<file path="config.mk">
export PLATFORM = sky130hd
export DESIGN_NAME = weight_fetch_ctrl
export DESIGN_NICKNAME = d
export VERILOG_FILES = /design/src/rtl/wfc_pkg.sv /design/src/rtl/wfc_skid_fifo.sv /design/src/rtl/weight_fetch_ctrl.sv
export SDC_FILE = /design/constraint.sdc
export NUM_CORES = 1
export LEC_CHECK = 0
export ABC_AREA = 1
export CAP_MARGIN = 40
export CORE_ASPECT_RATIO = 0.6
export CORE_MARGIN = 1
export CORE_UTILIZATION = 45
export CTS_CLUSTER_DIAMETER = 100
export DETAILED_ROUTE_END_ITERATION = 10
export PLACE_DENSITY = 0.7
export SYNTH_ARGS = -nofsm -noshare
export SYNTH_HDL_FRONTEND = slang
export SYNTH_HIERARCHICAL = 1
export SYNTH_SLANG_ARGS = --single-unit
</file>
<file path="constraint.sdc">
create_clock -name clk -period 2.6 [get_ports clk]
set_input_delay 0.39 -clock clk [delete_from_list [all_inputs] [get_ports clk]]
set_output_delay 0.39 -clock clk [all_outputs]
set_load 0.02 [all_outputs]
</file>
<file path="src/rtl/wfc_pkg.sv">
// Shared types and default sizing for the weight fetch controller.
package wfc_pkg;

  typedef enum logic [1:0] {
    StIdle  = 2'd0,
    StFetch = 2'd1,
    StDrain = 2'd2
  } wfc_state_e;

  localparam int unsigned WfcNumWeight = 5;
  localparam int unsigned WfcAddrWidth = 3;
  localparam int unsigned WfcDataWidth = 8;

endpackage

</file>
<file path="src/rtl/wfc_skid_fifo.sv">
// Two-entry FIFO between the weight memory read port and the weight stream.
// Simultaneous push and pop leaves the occupancy unchanged.
module wfc_skid_fifo #(
  parameter int unsigned WIDTH = 9
) (
  input  logic             clk,
  input  logic             rst_n,
  input  logic             i_push,
  input  logic [WIDTH-1:0] i_data,
  input  logic             i_pop,
  output logic             o_valid,
  output logic [WIDTH-1:0] o_data,
  output logic [1:0]       o_count
);

  logic [WIDTH-1:0] r_mem [2];
  logic             r_wptr;
  logic             r_rptr;
  logic [1:0]       r_count;

  logic w_full;
  logic w_empty;
  logic w_do_push;
  logic w_do_pop;

  assign w_full    = (r_count == 2'd2);
  assign w_empty   = (r_count == 2'd0);
  // A push into a full FIFO is only legal when the head is leaving the same cycle.
  assign w_do_push = i_push && (!w_full || i_pop);
  assign w_do_pop  = i_pop && !w_empty;

  always_ff @(posedge clk or negedge rst_n) begin
    if (!rst_n) begin
      for (int i = 0; i < 2; i++) begin
        r_mem[i] <= '0;
      end
      r_wptr  <= 1'b0;
      r_rptr  <= 1'b0;
      r_count <= 2'd0;
    end else begin
      if (w_do_push) begin
        r_mem[r_wptr] <= i_data;
        r_wptr        <= ~r_wptr;
      end
      if (w_do_pop) begin
        r_rptr <= ~r_rptr;
      end
      unique case ({w_do_push, w_do_pop})
        2'b10:   r_count <= r_count + 2'd1;
        2'b01:   r_count <= r_count - 2'd1;
        default: r_count <= r_count;
      endcase
    end
  end

  assign o_valid = !w_empty;
  assign o_data  = r_mem[r_rptr];
  assign o_count = r_count;

endmodule

</file>
<file path="src/rtl/weight_fetch_ctrl.sv">
// Fetches NUM_WEIGHT words from weight memory into a credit-limited stream.
// Define WEIGHT_FETCH_BASE_EN to add a base_addr input latched on start.
module weight_fetch_ctrl
  import wfc_pkg::*;
#(
  parameter int unsigned NUM_WEIGHT = WfcNumWeight,
  parameter int unsigned ADDR_WIDTH = WfcAddrWidth,
  parameter int unsigned DATA_WIDTH = WfcDataWidth
) (
  input  logic                  clk,
  input  logic                  rst_n,
`ifdef WEIGHT_FETCH_BASE_EN
  input  logic [ADDR_WIDTH-1:0] base_addr,
`endif
  input  logic                  start,
  output logic                  busy,
  output logic                  done,
  output logic                  mem_ren,
  output logic [ADDR_WIDTH-1:0] mem_radd,
  input  logic [DATA_WIDTH-1:0] mem_rdata,
  output logic                  w_valid,
  input  logic                  w_ready,
  output logic [DATA_WIDTH-1:0] w_data,
  output logic                  w_last
);

  localparam logic [ADDR_WIDTH-1:0] LastIdx = ADDR_WIDTH'(NUM_WEIGHT - 1);

  wfc_state_e r_state;
  wfc_state_e w_state_nxt;

  logic [ADDR_WIDTH-1:0] r_cnt;
  logic                  r_out;
  logic                  r_out_last;
  logic                  r_done;
  logic [ADDR_WIDTH-1:0] w_addr;

  logic                  w_fifo_valid;
  logic [DATA_WIDTH:0]   w_fifo_head;
  logic [1:0]            w_fifo_count;
  logic                  w_pop;
  logic                  w_issue;
  logic                  w_head_last;
  logic [2:0]            w_occ;
  logic [2:0]            w_lim;
  logic                  w_accept;

  assign w_accept    = (r_state == StIdle) && start;
  assign w_pop       = w_fifo_valid && w_ready;
  assign w_head_last = w_fifo_head[DATA_WIDTH];

  // Credit: buffered plus in-flight words, less the one leaving, must stay below two.
  assign w_occ   = {1'b0, w_fifo_count} + {2'b00, r_out};
  assign w_lim   = 3'd2 + {2'b00, w_pop};
  assign w_issue = (r_state == StFetch) && (w_occ < w_lim);

`ifdef WEIGHT_FETCH_BASE_EN
  logic [ADDR_WIDTH-1:0] r_base;

  always_ff @(posedge clk or negedge rst_n) begin
    if (!rst_n) begin
      r_base <= '0;
    end else if (w_accept) begin
      r_base <= base_addr;
    end
  end

  assign w_addr = r_base + r_cnt;
`else
  assign w_addr = r_cnt;
`endif

  always_ff @(posedge clk or negedge rst_n) begin
    if (!rst_n) begin
      r_state <= StIdle;
    end else begin
      r_state <= w_state_nxt;
    end
  end

  always_comb begin
    w_state_nxt = r_state;
    unique case (r_state)
      StIdle: begin
        if (start) begin
          w_state_nxt = StFetch;
        end
      end
      StFetch: begin
        if (w_issue && (r_cnt == LastIdx)) begin
          w_state_nxt = StDrain;
        end
      end
      StDrain: begin
        if (w_pop && w_head_last) begin
          w_state_nxt = StIdle;
        end
      end
      default: w_state_nxt = StIdle;
    endcase
  end

  always_comb begin
    busy     = (r_state != StIdle);
    done     = r_done;
    mem_ren  = w_issue;
    mem_radd = w_issue ? w_addr : '0;
    w_valid  = w_fifo_valid;
    w_data   = w_fifo_valid ? w_fifo_head[DATA_WIDTH-1:0] : '0;
    w_last   = w_fifo_valid && w_head_last;
  end

  always_ff @(posedge clk or negedge rst_n) begin
    if (!rst_n) begin
      r_cnt      <= '0;
      r_out      <= 1'b0;
      r_out_last <= 1'b0;
      r_done     <= 1'b0;
    end else begin
      if (w_accept) begin
        r_cnt <= '0;
      end else if (w_issue) begin
        r_cnt <= r_cnt + 1'b1;
      end
      r_out      <= w_issue;
      r_out_last <= w_issue && (r_cnt == LastIdx);
      r_done     <= (r_state == StDrain) && w_pop && w_head_last;
    end
  end

  wfc_skid_fifo #(
    .WIDTH (DATA_WIDTH + 1)
  ) u_fifo (
    .clk     (clk),
    .rst_n   (rst_n),
    .i_push  (r_out),
    .i_data  ({r_out_last, mem_rdata}),
    .i_pop   (w_pop),
    .o_valid (w_fifo_valid),
    .o_data  (w_fifo_head),
    .o_count (w_fifo_count)
  );

endmodule
</file>
==> results list, run 1 <==
- The flow ran to the end, and the final reports show no timing, DRC or antenna violations.
- The die is a little under 80 um wide.
- The number of different library cells used by synthesis comes to 22.
- Once detailed placement completed, the half-perimeter wirelength came to ~2400 um.
* Nature of the critical path startpoint: flip-flop
- For this block, the via count after detailed routing is 1383.
* Clock transition time at the flip-flop clock pins of the worst setup and hold paths: roughly 60 ps
- Top cells by area, synth: dfrtp_1, nand2_1, nand4_1
* Level count of the clock H-tree: 2
* Clock Sinks: 30
- Maximum number of pins on one net before global-route repair: 31
- The synthesized netlist devotes approximately 3.8% of its cell area to adder and majority cells.
- For this block, the routed nets add up to between 3000 and 4000 um of wire.
* Data arrival time of the worst path: 2100 ps
- After synthesis the cells add up to roughly 0.0016 sq mm.
- Max-cap violations in this run came to 0.
- From synthesis to final layout, the design area changed by 24.33%.
* Number of hold buffers added after cts: 0
* Share of Yosys cell area claimed by the top area cell type: ~46%
- The number of nets handed over by synthesis was between 200 and 250.
* Setup tns final: 0 ps
* Type of the setup path with the least slack: reg -> out
- Worst supply voltage drop on vdd: between 0.5 and 0.6 mV
* CP max stage delay: 600 ps
* Clock Path Buffers: 2
* Req. time, crit path: approximately 2200 ps
- Routability-driven placement finished with a final weighted congestion of roughly 0.8.
* Clock root buffer master: clkbuf_8
- The clock arrives with 2.660 ps of skew.
- Final Setup Violations: 0
* Count of buffers from port buffering: 27
* Met1 track demand over resource in global routing: around 30%
- Hold Violations, Final: 0
- Global routing consumed, on the met2 layer, 27.78% of the routing resources.
* Worst path most repeated cell: ha_1
- Before antenna repair, the detailed router went through 4 iterations.
- Yosys top cell by area: dfrtp_1
- Once the clock tree was built, the setup fixing pass inserted 0 buffers.
- # DRC: 0
* Class of the worst hold path: reg -> reg
* Height of the chip: between 40 and 50 um
- Of all nets on the critical path, the largest fanout is 7.
- On the critical path the largest part of the delay comes from buffers and inverters.
* Number of max-slew violations in the final report: 0
* Gr busiest metal: met1
* Routed vias/inst: ~4.9
* Average footprint of a synthesized cell: between 7 and 8 sq um
* Share of final-layout standard cells stronger than drive strength 1: 9.583%
- Dividing the detail-routed wire length by the instance count gives roughly 12 um.
- Antenna cell count: 0
* Area inside the core boundary: roughly 0.0033 sq mm
- Cell at the slowest stage of the critical path: clkdlybuf4s50_1
* Setup repair after global routing missed its margin: no
* Leftover overflow at the end of global routing: 0
* Capturing element type of the critical path: output pin
- Crit share post-route: around 96%
* P_leak: roughly 1.1 nW
- TritonCTS created 5 clock buffers.
- The signal on the critical path passes through ha_1 > ha_1 > nor2_8 > nand2_4 > nor2_1 > clkdlybuf4s50_1.
- After synthesis, the largest family of logic cells by area is simple AND/OR/NAND/NOR gates.
- In this run the tightest slew margin relative to its limit is about two thirds.
- Number of cells on the critical path: 6
- Clock tree from TritonCTS: built
* Number of register bits inferred by synthesis: 30
- The worst path in the final design needs a cycle of approximately 2500 ps, including I/O delays and setup.
- The synthesized netlist devotes 1.078% of its cell area to XOR and XNOR gates.
- In this run the remaining antenna-violating nets after routing total 0.
* Tot Pwr: ~0.0028 W
* Met3 Usage GRT: under 10%
* Number of buffers and inverters on the critical path: 1
- Total Routing Usage GR: between 20 and 25%
* Power density over the cells: ~1400 mW/mm^2
- Source-to-sink clock delay at the later pin of the worst-skew pair: 280 ps
- For the worst flop-to-flop path, the logic depth is 12.
* Wire length of the first global-routing pass: between 5000 and 6000 um
- The synthesized netlist devotes 0% of its cell area to compound gates.
- Initial cell density of the core: about half
* Cell count of the worst hold path: 2
- Mux cell area share after synthesis: 0%
* Post-synthesis sequential area ratio: 46.19%
- Summing the areas of all and, or, nand and nor instances in the mapped netlist gives between 30% and 40% of the synthesized area.
- The die covers between 0.003 and 0.004 sq mm.
- At the pin with the least slew margin, the transition time is 475.9 ps.
- Final-stage net count: ~260
- Iteration-0 DRC count of the detailed router: approximately 110
- FMAX: 0.4021 GHz
* Number of antenna violations at the first check in global routing: 0
- In this run the core area contains 16 standard-cell rows.
- The number of global-route vias before repair is 1283.
- Yosys printed 6 warnings.
- Number of standard cells after synthesis: 208
- I/O Pins: 28
-- through the flow --
step / cell area (sq um) / hold slack [ps] / setup WS, ps / instances / utilization, %
final: 2021 / 467.2 / 113.1 / 285 / 60.44
after global routing: 2021 / 500.0 / 41.04 / 285 / 60.44
after CTS: 2018 / 474.5 / 91.10 / 285 / 60.37
after detailed placement: 1942 / 459.5 / 302.9 / 278 / 58.08
after global placement: 1942 / 456.6 / 333.5 / 278 / 58.08
after floorplan: 1625 / 94.41 / 606.0 / 208 / -
-- synth_stat cells --
library cell	number
buf_4	3
nand3_1	5
buf_2	2
nand4_1	22
clkinv_1	1
xnor2_1	1
nand3_4	1
nor2_8	1
clkbuf_1	1
inv_1	23
nand3_2	3
buf_6	1
ha_1	5
nand2_4	2
nand2_1	94
xor2_1	1
inv_2	4
dfrtp_1	30
nor2_1	5
or2_2	1
nand2_2	1
nor3_1	1
-- where the power goes --
part           total [W]  switching [W]  internal [W]
combinational    0.00161       0.000965      0.000641
clock           0.000347       0.000163      0.000184
sequential      0.000831       0.000156      0.000675
total            0.00278        0.00128       0.00150
-- area by class of cell --
class                      instances  area (sq um)
clock buffer                       7         76.32
fill                             308          1323
inverter                          28         105.1
multi-input combinational        143         721.9
sequential                        30         750.7
tap                               45         56.30
timing repair buffer              32         310.3
-- repair_timing --
action / in CTS / in global routing
resized for setup: 0 / 1
hold endpoints to repair: 0 / 0
setup endpoints to repair: 0 / 1
-- cell usage in the layout (no fill, tap or decap), drive strengths merged --
master,count
buf,5
inv,27
xor2,1
or2,1
clkinv,1
nor3,1
clkbuf,7
nand3,9
nand2,97
nand4,22
clkdlybuf4s50,26
ha,5
dfrtp,30
xnor2,1
dlymetal6s2s,1
nor2,6
-- sequential cells by signal (all words and copies together), names as in the netlist --
signal          flops
u_fifo/r_mem       18
r_cnt               3
r_state             2
u_fifo/o_count      2
done                1
r_out               1
r_out_last          1
u_fifo/r_rptr       1
u_fifo/r_wptr       1
-- worst paths after layout --
path                              startpoint           endpoint  slack (ps)
max reg2reg                u_fifo/o_count[1]  u_fifo/o_count[1]         710
max in group asynchronous              rst_n              r_out        1830
min in group asynchronous              rst_n   u_fifo/r_mem[15]         490
min reg2reg                 u_fifo/r_mem[10]   u_fifo/r_mem[10]         470
max                        u_fifo/o_count[0]        mem_radd[2]         110
min                         u_fifo/r_mem[10]   u_fifo/r_mem[10]         470
-- layer usage --
metal  part of all wire [%]  up-vias
li1                       -      721
met1                     52      610
met2                     39       44
met3                    7.1        8
met4                    1.7        0
met5                      0        -
-- cell families after synthesis --
group / after synthesis
buffers and inverters: 35
xor gates and xnor gates: 2
and+or+nand+nor: 136
adders and majority gates: 5
DFF: 30
-- worst register-to-register path, cell delays in order (launching register included) --
cell and delay [ps]:
dfrtp_1 420, inv_1 90, nand2_1 90, buf_4 200, nand2_1 80, inv_1 80, inv_1 50, nand3_2 70
nand2_1 70, ha_1 210, or2_2 290, nand4_1 70, nand2_1 60
Note: power is estimated with default switching activity, not from simulation.
==> inputs of run 2 (changes only) <==
--- a/config.mk
+++ b/config.mk
@@ -9,10 +9,11 @@
 export CAP_MARGIN = 40
 export CORE_ASPECT_RATIO = 0.6
 export CORE_MARGIN = 1
-export CORE_UTILIZATION = 45
+export CORE_UTILIZATION = 62
 export CTS_CLUSTER_DIAMETER = 100
 export DETAILED_ROUTE_END_ITERATION = 10
-export PLACE_DENSITY = 0.7
+export DONT_BUFFER_PORTS = 1
+export PLACE_DENSITY = 0.78
 export SYNTH_ARGS = -nofsm -noshare
 export SYNTH_HDL_FRONTEND = slang
 export SYNTH_HIERARCHICAL = 1
==> run 2 against run 1 <==
  * Clock power up 24%
  * Worst hold slack lost 210 ps
  * Flip-flop and latch count is the same
==> results list, run 2 (synthesized netlist as in run 1, its figures left out) <==
- The run finished with clean final reports.
* Source-to-sink clock delay at the later pin of the worst-skew pair: roughly 280 ps
- Per report_power, the sequential group accounts for about a third of the total.
* Area enclosed by the die boundary: 0.002837 sq mm
* Die boundary width: slightly below 70 um
- Count of vias placed by the detailed router: 1353
- Capturing element type of the critical path: output pin
- In this run the clock root is driven by a clkbuf_8.
* Register containing the most flip-flops in the final layout: u_fifo/r_mem
* Vias in the first global route: around 1300
- STA puts the critical path data arrival time at around 1800 ps.
- Leaving out fill and tap cells, the most frequent cells in the layout are nand2_1, dfrtp_1, inv_1.
* Switching power: ~0.0013 W
- The critical path in this run is classified as reg -> out.
* Share of final-layout standard cells stronger than drive strength 1: around an eighth
- Count of nets left with antenna violations after detail routing: 0
- The final count of pins violating max slew was 0.
- Met2 Resource Use GR: 43.53%
- Antenna cell count: 0
- Clock tree from TritonCTS: built
- Nature of the critical path startpoint: flip-flop
- Global routing finished with a remaining overflow of 0.
- In this run, post-CTS repair resized a total of 0 instances.
* Final HPWL DP: about 2400 um
- Grouping stages by cell kind, the critical path spends the most delay in adder cells.
* Net Sw Frac: 48.98%
- Clock Sinks: 30
- Sum of routed wire length over all layers: approximately 3400 um
- Hold Violations, Final: 0
* Critical R2R Launch: u_fifo/o_count[0]
* Worst supply voltage drop on vdd: between 0.7 and 0.8 mV
- Static timing analysis puts the maximum clock frequency at about 0.46 GHz.
- Maximum fanout encountered on the critical timing path: 7
- Counting cells, the worst reg-to-reg path comes to 12.
* Maximum number of pins on one net before global-route repair: 31
- RePlAce Congestion: around 0.78
- In this run the critical register-to-register path is captured at u_fifo/o_count[1].
- The number of buffers and inverters on the critical path is 0.
- Crit share post-route: between 80% and 90%
* Clock Skew: approximately 7.4 ps
- In this run the number of H-tree levels came out at 2.
* Total setup buffers inserted after CTS: 0
- Height of the chip: ~42 um
- Clock Path Buffers: 2
* Slew of the pin with the lowest slew margin: a little under 500 ps
- For this run, the post-layout net count is 230.
* Setup repair after global routing missed its margin: no
* Total Routing Usage GR: 28.63%
* Clock period minus worst slack: 2155 ps
* Number of hold buffers added after cts: 2
- The floorplan step defined a core boundary enclosing ~0.0023 sq mm.
- Gr busiest metal: met2
- Most frequent standard cell in the layout excluding fill and tap cells: nand2_1
* Combined area of the multi-input logic cells: 721.9 sq um
- Cell internal power was estimated by the tool at ~0.0013 W.
- For this design the top-level I/O count stands at 28.
* Wire length per cell: roughly 14 um
- Max-cap violations in this run came to 0.
* Fill cell count: approximately 170
* Number of optimization iterations in the first detailed-route pass: 4
- Across all setup checks in the final design, the least slack found is 444.9 ps.
- Class of the worst hold path: in -> reg
* Flip-flop count of the largest register, all copies and words added: 18
- Leading registers by flop count: u_fifo/r_mem (18), r_cnt (3)
* Area occupied by registers: between 700 and 800 sq um
- Routed vias/inst: between 5 and 6
- Number of buffers created by CTS: 5
* Max transition margin: 67.36%
* Count of buffers from port buffering: 0
* Cell row count: 13
- In this run the most critical hold path is launched from mem_rdata[5].
- OpenSTA, run right after detailed placement, puts the worst setup slack at between 700 and 800 ps.
- Clock transition time at the flip-flop clock pins of the worst setup and hold paths: around 60 ps
- Summed over all failing endpoints, the final setup total negative slack is 0 ps.
- Iteration-0 DRC count of the detailed router: a little over 70
- The number of antenna violations at the first check in global routing was 0.
- Synthesis-to-finish area growth: 9.392%
- Setup violations remaining at the end of the flow were counted as 0.
* Cell count of the worst hold path: 2
- At the worst endpoint, the required time is 2210 ps.
- P_leak: approximately 1.0 nW
- # DRC: 0
- Setup slack on the worst reg-to-reg path comes out at 700 ps.
- Met3 Usage GRT: between 8 and 9%
- Combinational logic burns between 50% and 60% of the power.
- The critical path starts at u_fifo/o_count[0].
- Power density over the cells: roughly 1500 mW/mm^2
* Hold Path End: u_fifo/r_mem[14]
- Wire length of the first global-routing pass: 5733 um
* Met1 track demand over resource in global routing: ~38%
- In this design, the stage delay of the slowest critical-path cell is 450 ps.
- Initial cell density of the core: 70.37%
- Cells along the critical path: ha_1 > ha_1 > nand2_4 > nand2_4 > nor2_1
- The share of total power dissipated in the clock network is between 10% and 20%.
- For this design, the slowest cell found on the critical path is dfrtp_1.
run 2: worst register-to-register path, stage by stage (launching register included):
cell and delay [ps]:
dfrtp_1 450, inv_2 60, nand2_1 250, nand2_1 90
inv_1 90, inv_1 50, nand3_2 70, nand2_1 80
ha_1 230, or2_2 290, nand3_1 80, nand2_1 50
nand2_1 50
run 2: metrics by stage:
| stage | util (%) | cells | area [sq um] | power [W] | hold WS (ps) |
|---|---|---|---|---|---|
| after floorplan | - | 208 | 1625 | 0.001936 | 94.41 |
| after global placement | 70.91 | 234 | 1638 | 0.002100 | 95.02 |
| after detailed placement | 70.91 | 234 | 1638 | 0.002174 | 94.94 |
| after CTS | 76.98 | 244 | 1778 | 0.002630 | 256.7 |
| after global routing | 76.98 | 244 | 1778 | 0.002848 | 256.8 |
| final | 76.98 | 244 | 1778 | 0.002624 | 260.2 |
run 2: worst max-delay path by stage:
| stage | endpoint | slack (ps) | depth (start not counted) |
|---|---|---|---|
| CTS | mem_radd[1] | 440 | 5 |
| global placement | mem_radd[0] | 820 | 5 |
| floorplan | u_fifo/o_count[1] | 610 | 13 |
| detailed placement | u_fifo/o_count[1] | 720 | 11 |
| global route | mem_radd[1] | 370 | 6 |
| finish | mem_radd[1] | 440 | 5 |
run 2: area by class of cell:
class | instances | share of cell area, %
Sequential cell | 30 | 42.22
Multi-Input combinational cell | 143 | 40.61
Clock buffer | 8 | 6.193
Inverter | 28 | 5.911
Timing Repair Buffer | 5 | 2.956
Tap cell | 30 | 2.111
run 2: power by group through the flow:
stage / clock network (W) / logic, W / registers, W
floorplan: 0 / 0.00115 / 0.000787
global placement: 0 / 0.00125 / 0.000848
detailed placement: 0 / 0.00131 / 0.000862
CTS: 0.000439 / 0.00133 / 0.000859
global route: 0.000462 / 0.00150 / 0.000891
finish: 0.000429 / 0.00133 / 0.000863
run 2: per-layer routing:
metal  share of wire, %  routed length [um]  vias to the layer above
met2                 46                1565                       54
met3                9.1                 311                        8
met4                1.9                  66                        0
li1                   -                   -                      664
met5                  0                   0                        -
met1                 43                1459                      627
